## src/rtl/regfile_wb_arbiter.sv

```systemverilog
// regfile_wb_arbiter
//   Write-back arbiter and forwarding stage for the 32x32 register file.
//   Two requesters share the single register-file write port. Requester 0 is
//   ALU/immediate write-back and requester 1 is load/memory write-back.
//   Arbitration is round-robin through a 1-bit priority pointer. The winner is
//   registered onto the WE3/A3/WD3 triple. The in-flight write is forwarded
//   to both read ports.
//
// Ports
//   i_clk, i_rst_n            clock; synchronous active-low reset
//   i_req{0,1}_valid/addr/data write requests (valid/ready handshake)
//   o_req{0,1}_ready          grant, combinational from both valids and priority
//   o_we3, o_a3, o_wd3        registered register-file write port
//   i_a1, i_a2                read addresses (same nets as the register file)
//   i_rf_rd1, i_rf_rd2        raw register-file read data
//   o_rd1, o_rd2              forwarded read data
module regfile_wb_arbiter #(
    parameter int unsigned DATA_WIDTH = 32,
    parameter int unsigned ADDR_WIDTH = 5
) (
    input  logic                  i_clk,
    input  logic                  i_rst_n,
    input  logic                  i_req0_valid,
    input  logic [ADDR_WIDTH-1:0] i_req0_addr,
    input  logic [DATA_WIDTH-1:0] i_req0_data,
    output logic                  o_req0_ready,
    input  logic                  i_req1_valid,
    input  logic [ADDR_WIDTH-1:0] i_req1_addr,
    input  logic [DATA_WIDTH-1:0] i_req1_data,
    output logic                  o_req1_ready,
    output logic                  o_we3,
    output logic [ADDR_WIDTH-1:0] o_a3,
    output logic [DATA_WIDTH-1:0] o_wd3,
    input  logic [ADDR_WIDTH-1:0] i_a1,
    input  logic [ADDR_WIDTH-1:0] i_a2,
    input  logic [DATA_WIDTH-1:0] i_rf_rd1,
    input  logic [DATA_WIDTH-1:0] i_rf_rd2,
    output logic [DATA_WIDTH-1:0] o_rd1,
    output logic [DATA_WIDTH-1:0] o_rd2
);

    logic                  r_pri;  // requester that wins a tie
    logic                  r_we3;
    logic [ADDR_WIDTH-1:0] r_a3;
    logic [DATA_WIDTH-1:0] r_wd3;

    logic w_gnt0;
    logic w_gnt1;

    // Grants are suppressed during reset so nothing is accepted and then lost.
    always_comb begin
        w_gnt0 = 1'b0;
        w_gnt1 = 1'b0;
        if (i_rst_n) begin
            if (i_req0_valid && i_req1_valid) begin
                w_gnt0 = ~r_pri;
                w_gnt1 = r_pri;
            end else begin
                w_gnt0 = i_req0_valid;
                w_gnt1 = i_req1_valid;
            end
        end
    end

    assign o_req0_ready = w_gnt0;
    assign o_req1_ready = w_gnt1;

    // A write to x0 completes its handshake but never raises WE3.
    always_ff @(posedge i_clk) begin
        if (!i_rst_n) begin
            r_pri <= 1'b0;
            r_we3 <= 1'b0;
            r_a3  <= '0;
            r_wd3 <= '0;
        end else if (w_gnt0) begin
            r_pri <= 1'b1;
            r_we3 <= (i_req0_addr != '0);
            r_a3  <= i_req0_addr;
            r_wd3 <= i_req0_data;
        end else if (w_gnt1) begin
            r_pri <= 1'b0;
            r_we3 <= (i_req1_addr != '0);
            r_a3  <= i_req1_addr;
            r_wd3 <= i_req1_data;
        end else begin
            r_we3 <= 1'b0;
        end
    end

    assign o_we3 = r_we3;
    assign o_a3  = r_a3;
    assign o_wd3 = r_wd3;

    // x0 reads as zero first. WE3 is never set with A3 == 0, so the order of
    // the two checks only matters for clarity.
    always_comb begin
        if (i_a1 == '0) begin
            o_rd1 = '0;
        end else if (r_we3 && (i_a1 == r_a3)) begin
            o_rd1 = r_wd3;
        end else begin
            o_rd1 = i_rf_rd1;
        end
    end

    always_comb begin
        if (i_a2 == '0) begin
            o_rd2 = '0;
        end else if (r_we3 && (i_a2 == r_a3)) begin
            o_rd2 = r_wd3;
        end else begin
            o_rd2 = i_rf_rd2;
        end
    end

endmodule

```

## config.mk

```make
export PLATFORM = sky130hd
export DESIGN_NAME = regfile_wb_arbiter
export DESIGN_NICKNAME = d
export VERILOG_FILES = /design/src/rtl/regfile_wb_arbiter.sv
export SDC_FILE = /design/constraint.sdc
export NUM_CORES = 1
export LEC_CHECK = 0
export BUFFER_PORTS_ARGS = -buffer_cell sky130_fd_sc_hd__buf_2
export CORE_AREA = 2 2 99 101
export CTS_BUF_LIST = sky130_fd_sc_hd__clkbuf_16
export DETAILED_ROUTE_END_ITERATION = 12
export DIE_AREA = 0 0 101 103
export PLACE_DENSITY_LB_ADDON = 0.15
export SLEW_MARGIN = 20
export SYNTH_ARGS = -nofsm -noshare
export SYNTH_HDL_FRONTEND = slang
export SYNTH_SLANG_ARGS = --single-unit
```

## constraint.sdc

```tcl
create_clock -name i_clk -period 2.42 [get_ports i_clk]
set_input_delay 0.363 -clock i_clk [delete_from_list [all_inputs] [get_ports i_clk]]
set_output_delay 0.363 -clock i_clk [all_outputs]
set_load 0.005 [all_outputs]
```

### After elaboration in Yosys (flattened, before gate mapping)

Cells that the tools add are included.

| word-level totals | value |
|---|---|
| register bits after elaboration | 39 |
| bits of input ports | 152 |
| output and inout bits | 104 |
| word-level logic and storage cells | 31 |

| cells by class | value |
|---|---|
| equal/unequal tests | 2 |
| multiplexer cells | 16 |
| bitwise operators | 1 |
| reduce and logical (&&, ||, !) cells | 8 |

Operators by type and width:

| operator | count |
|---|---|
| $mux 32 | 6 |
| $eq 5x5->1 | 2 |
| $logic_not 5->1 | 2 |
| $mux 5 | 2 |
| $reduce_bool 5->1 | 2 |
| $mux 1 | 8 |
| $logic_and 1x1->1 | 3 |
| $reduce_bool 2->1 | 1 |
| $not 1->1 | 1 |

### Longest topological paths before layout

| logic depth | value |
|---|---|
| depth after elaboration | 5 |
| gate-level depth with buffers | 6 |
| mapped depth without buffers | 4 |

### Worst setup path after synthesis

No wires, ideal clock.

| timing path | value |
|---|---|
| path type | register -> output |
| start | register r_a3[3] (netlist: o_a3[3]) |
| end | output o_rd1[21] |
| arrival | 1.367 ns |
| required time | 2.057 ns |
| setup slack | 0.690 ns |
| stages on the path, launching flop included | 6 |
| cells stage by stage | dfxtp_1 xor2_1 nor4_4 and2_1 buf_2 o21ai_0 |

| between the ends | value |
|---|---|
| cells in the longest elaborated chain, start to end | 4 |

RTL lines:

| element | line | RTL |
|---|---|---|
| from (decl) | 44 | `logic [ADDR_WIDTH-1:0] r_a3;` |
| from (signal assigned) | 78 | `r_a3 <= i_req0_addr;` |
| from (signal assigned) | 83 | `r_a3 <= i_req1_addr;` |
| $eq 5x5->1 | 99 | `end else if (r_we3 && (i_a1 == r_a3)) begin` |
| $logic_and 1x1->1 | 99 |  |
| $mux 32 | 99 |  |
| $mux 32 | 97 | `if (i_a1 == '0) begin` |
| to (decl) | 38 | `output logic [DATA_WIDTH-1:0] o_rd1,` |

Every way passes these cells.

### Worst setup path in the final report

| timing path | value |
|---|---|
| start | register r_a3[2] (netlist: o_a3[2]) |
| end | output o_rd1[0] |

Same word-level chain as after synthesis.

==> impl_metrics.env <==
export IMPL_ioPinCount=256
export IMPL_clk_pin_slew_ns=0.06
export IMPL_die_x_um=101
export IMPL_htreeDepth=2
export IMPL_cts_tree="yes"
export IMPL_layout_drive_gt1_share_pct=43.70
export IMPL_max_freq_mhz=435.5
export IMPL_critPathMaxFanout=22
export IMPL_yosysSeqAreaShare_pct=25.98
export IMPL_hold_viol=0
export IMPL_drv_cap=0
export IMPL_setup_tns_ns=0
export IMPL_start_util_pct=31.77
export IMPL_vias_per_cell=5.232
export IMPL_worstMarginPinSlew_ns=0.8222
export IMPL_worstPathArrival_ns=1.93
export IMPL_wirelength_mm=11.82
export IMPL_syn_area_per_cell_um2=7.055
export IMPL_grt_max_degree=65
export IMPL_drtIter0Drc=127
export IMPL_dr_pass1_iters=5
export IMPL_grt_first_pass_wirelength_mm=17.79
export IMPL_slew_headroom_pct=45.07
export IMPL_rsz0062_at_grt="false"
export IMPL_numCtsBuffers=5
export IMPL_fin_crit_sh_pct=94.89
export IMPL_start_kind="flip-flop"
export IMPL_final_antenna_net_count=0
export IMPL_ir_drop_mv=0.2134
export IMPL_gr_total_overflow=0
export IMPL_placement_io_buffers=255
export IMPL_p_per_area_nw_per_um2=437.5
export IMPL_postSynthCellCount=426
export IMPL_finalSetupViolCount=0
export IMPL_clock_latency_ns=0.28
export IMPL_antenna_found_initial=0
export IMPL_min_path_type="input port to flip-flop"
export IMPL_clock_path_buffers=2
export IMPL_root_buffer="clkbuf_16"
export IMPL_final_common_cell="buf_2"
export IMPL_core_region_area_um2=9459
export IMPL_ys_types=27
export IMPL_cts_setup_buffers=0
export IMPL_via_count=4044
export IMPL_dp_hpwl_mm=8.970
export IMPL_die_h_um=103
export IMPL_ff2ff_path_depth=4
export IMPL_worst_setup_path_end_kind="output pin"
export IMPL_path_class="flip-flop to output pin"
export IMPL_finalCriticalPeriod_ns=2.296
export IMPL_diodes=0
export IMPL_netlist_area_um2=3005
export IMPL_gp_congestion=0.7770
export IMPL_cp_required_ns=2.06
export IMPL_drc=0
export IMPL_clock_skew_ns=0.004800
export IMPL_ys_ff_latch=39
export IMPL_synth_nets=578
export IMPL_leakage_nw=2.251
export IMPL_area_delta_synth_final_pct=50.87
export IMPL_drv_slew=0
export IMPL_hold_depth=2
export IMPL_wl_per_cell_um=15.29
export IMPL_nets=810
export IMPL_cts_sinks=39
export IMPL_mostFrequentLayoutCells="buf_2 (255), nand2_1 (65), nand4_1 (64), o21ai_0 (54), nor2_1 (41)"
export IMPL_track_usage_pct=21.36
export IMPL_synth_warnings=0
export IMPL_rows=36
export IMPL_cts_resized=0
export IMPL_whs_ns=0.3618
export IMPL_cts_hold_buf=0
export IMPL_dieArea_um2=10400
export IMPL_status="finished clean"
export IMPL_grt_pass1_vias=3607
-- report_power, final --
group | switching, W | leakage [nW] | internal (W)
Combinational | 0.000319 | 1.85 | 0.000298
Sequential | 0.0000585 | 0.324 | 0.000695
Clock | 0.000241 | 0.0762 | 0.000372
-- cell usage after synthesis, drive strengths merged --
library cell	count	area share, %
a211oi	37	9.2
a21oi	2	0.46
and2	4	0.92
and3	1	0.21
buf	22	3.9
clkbuf	26	3.2
dfxtp	39	26
inv	1	0.12
mux2i	37	12
nand2	67	8.4
nand2b	2	0.42
nand3	1	0.17
nand4	64	13
nor2	42	5.2
nor3	3	0.50
nor4	2	1.4
o21ai	64	11
o311a	1	0.33
or4	1	0.25
xnor2	2	0.58
xor2	8	2.3
-- cell families after synthesis --
logic type,Yosys count,synth area share (%)
AOI/OAI and AO/OA,104,20.69
xor gates and xnor gates,10,2.914
buffers and inverters,49,7.285
DFF,39,25.98
muxes,37,12.32
and+or+nand+nor,187,30.81
-- flip-flops by register name, indices dropped and copies added, names as in the netlist --
register  flops
o_a3          5
r_pri         1
o_we3         1
o_wd3        32
-- critical path, cell delays in order, from the launching register on --
cell and delay, ns:
dfxtp_2 0.34, xor2_1 0.19, nor4_4 0.39, and2_4 0.23, buf_6 0.19, o21ai_0 0.16, buf_2 0.16
-- path summary, 6_finish.rpt --
check	slack, ns	endpoint	start
worst max-delay path	0.12	o_rd1[0]	o_a3[2]$_SDFFE_PN0P_
worst min-delay path	0.36	o_we3$_SDFF_PN0_	i_req1_addr[2]
worst max register to register	0.56	o_wd3[27]$_SDFFE_PN0P_	r_pri$_SDFFE_PN0P_
worst min register to register	0.52	r_pri$_SDFFE_PN0P_	r_pri$_SDFFE_PN0P_
-- routing by layer --
layer / GRT usage, % / vias up / wire, um
met5: 0 / - / 0
met4: 4.678 / 0 / 112
met3: 3.119 / 8 / 869
met2: 38.05 / 186 / 5827
met1: 27.45 / 1822 / 5011
li1: - / 2028 / -
-- stage by stage --
step                      cells  total power, W  setup WS (ns)  utilization (%)  area (um2)
after global placement      765        0.001375         0.2534            46.27        4377
after CTS                   773        0.002007       0.003180            47.72        4514
after detailed placement    765        0.001383         0.2200            46.27        4377
after global routing        773        0.002120        0.01926            47.94        4534
after floorplan             426        0.001053         0.6897                -        3005
final                       773        0.001984         0.1237            47.94        4534
-- area by class of cell --
cell class | instances | area, um2
timing repair buffer | 273 | 1440
sequential | 39 | 782.0
clock buffer | 5 | 125.1
clock inverter | 3 | 12.51
fill | 996 | 4925
inverter | 1 | 3.754
multi-input combinational | 338 | 2028
tap | 114 | 142.6
No activity file was read; power rests on OpenSTA's default activity.
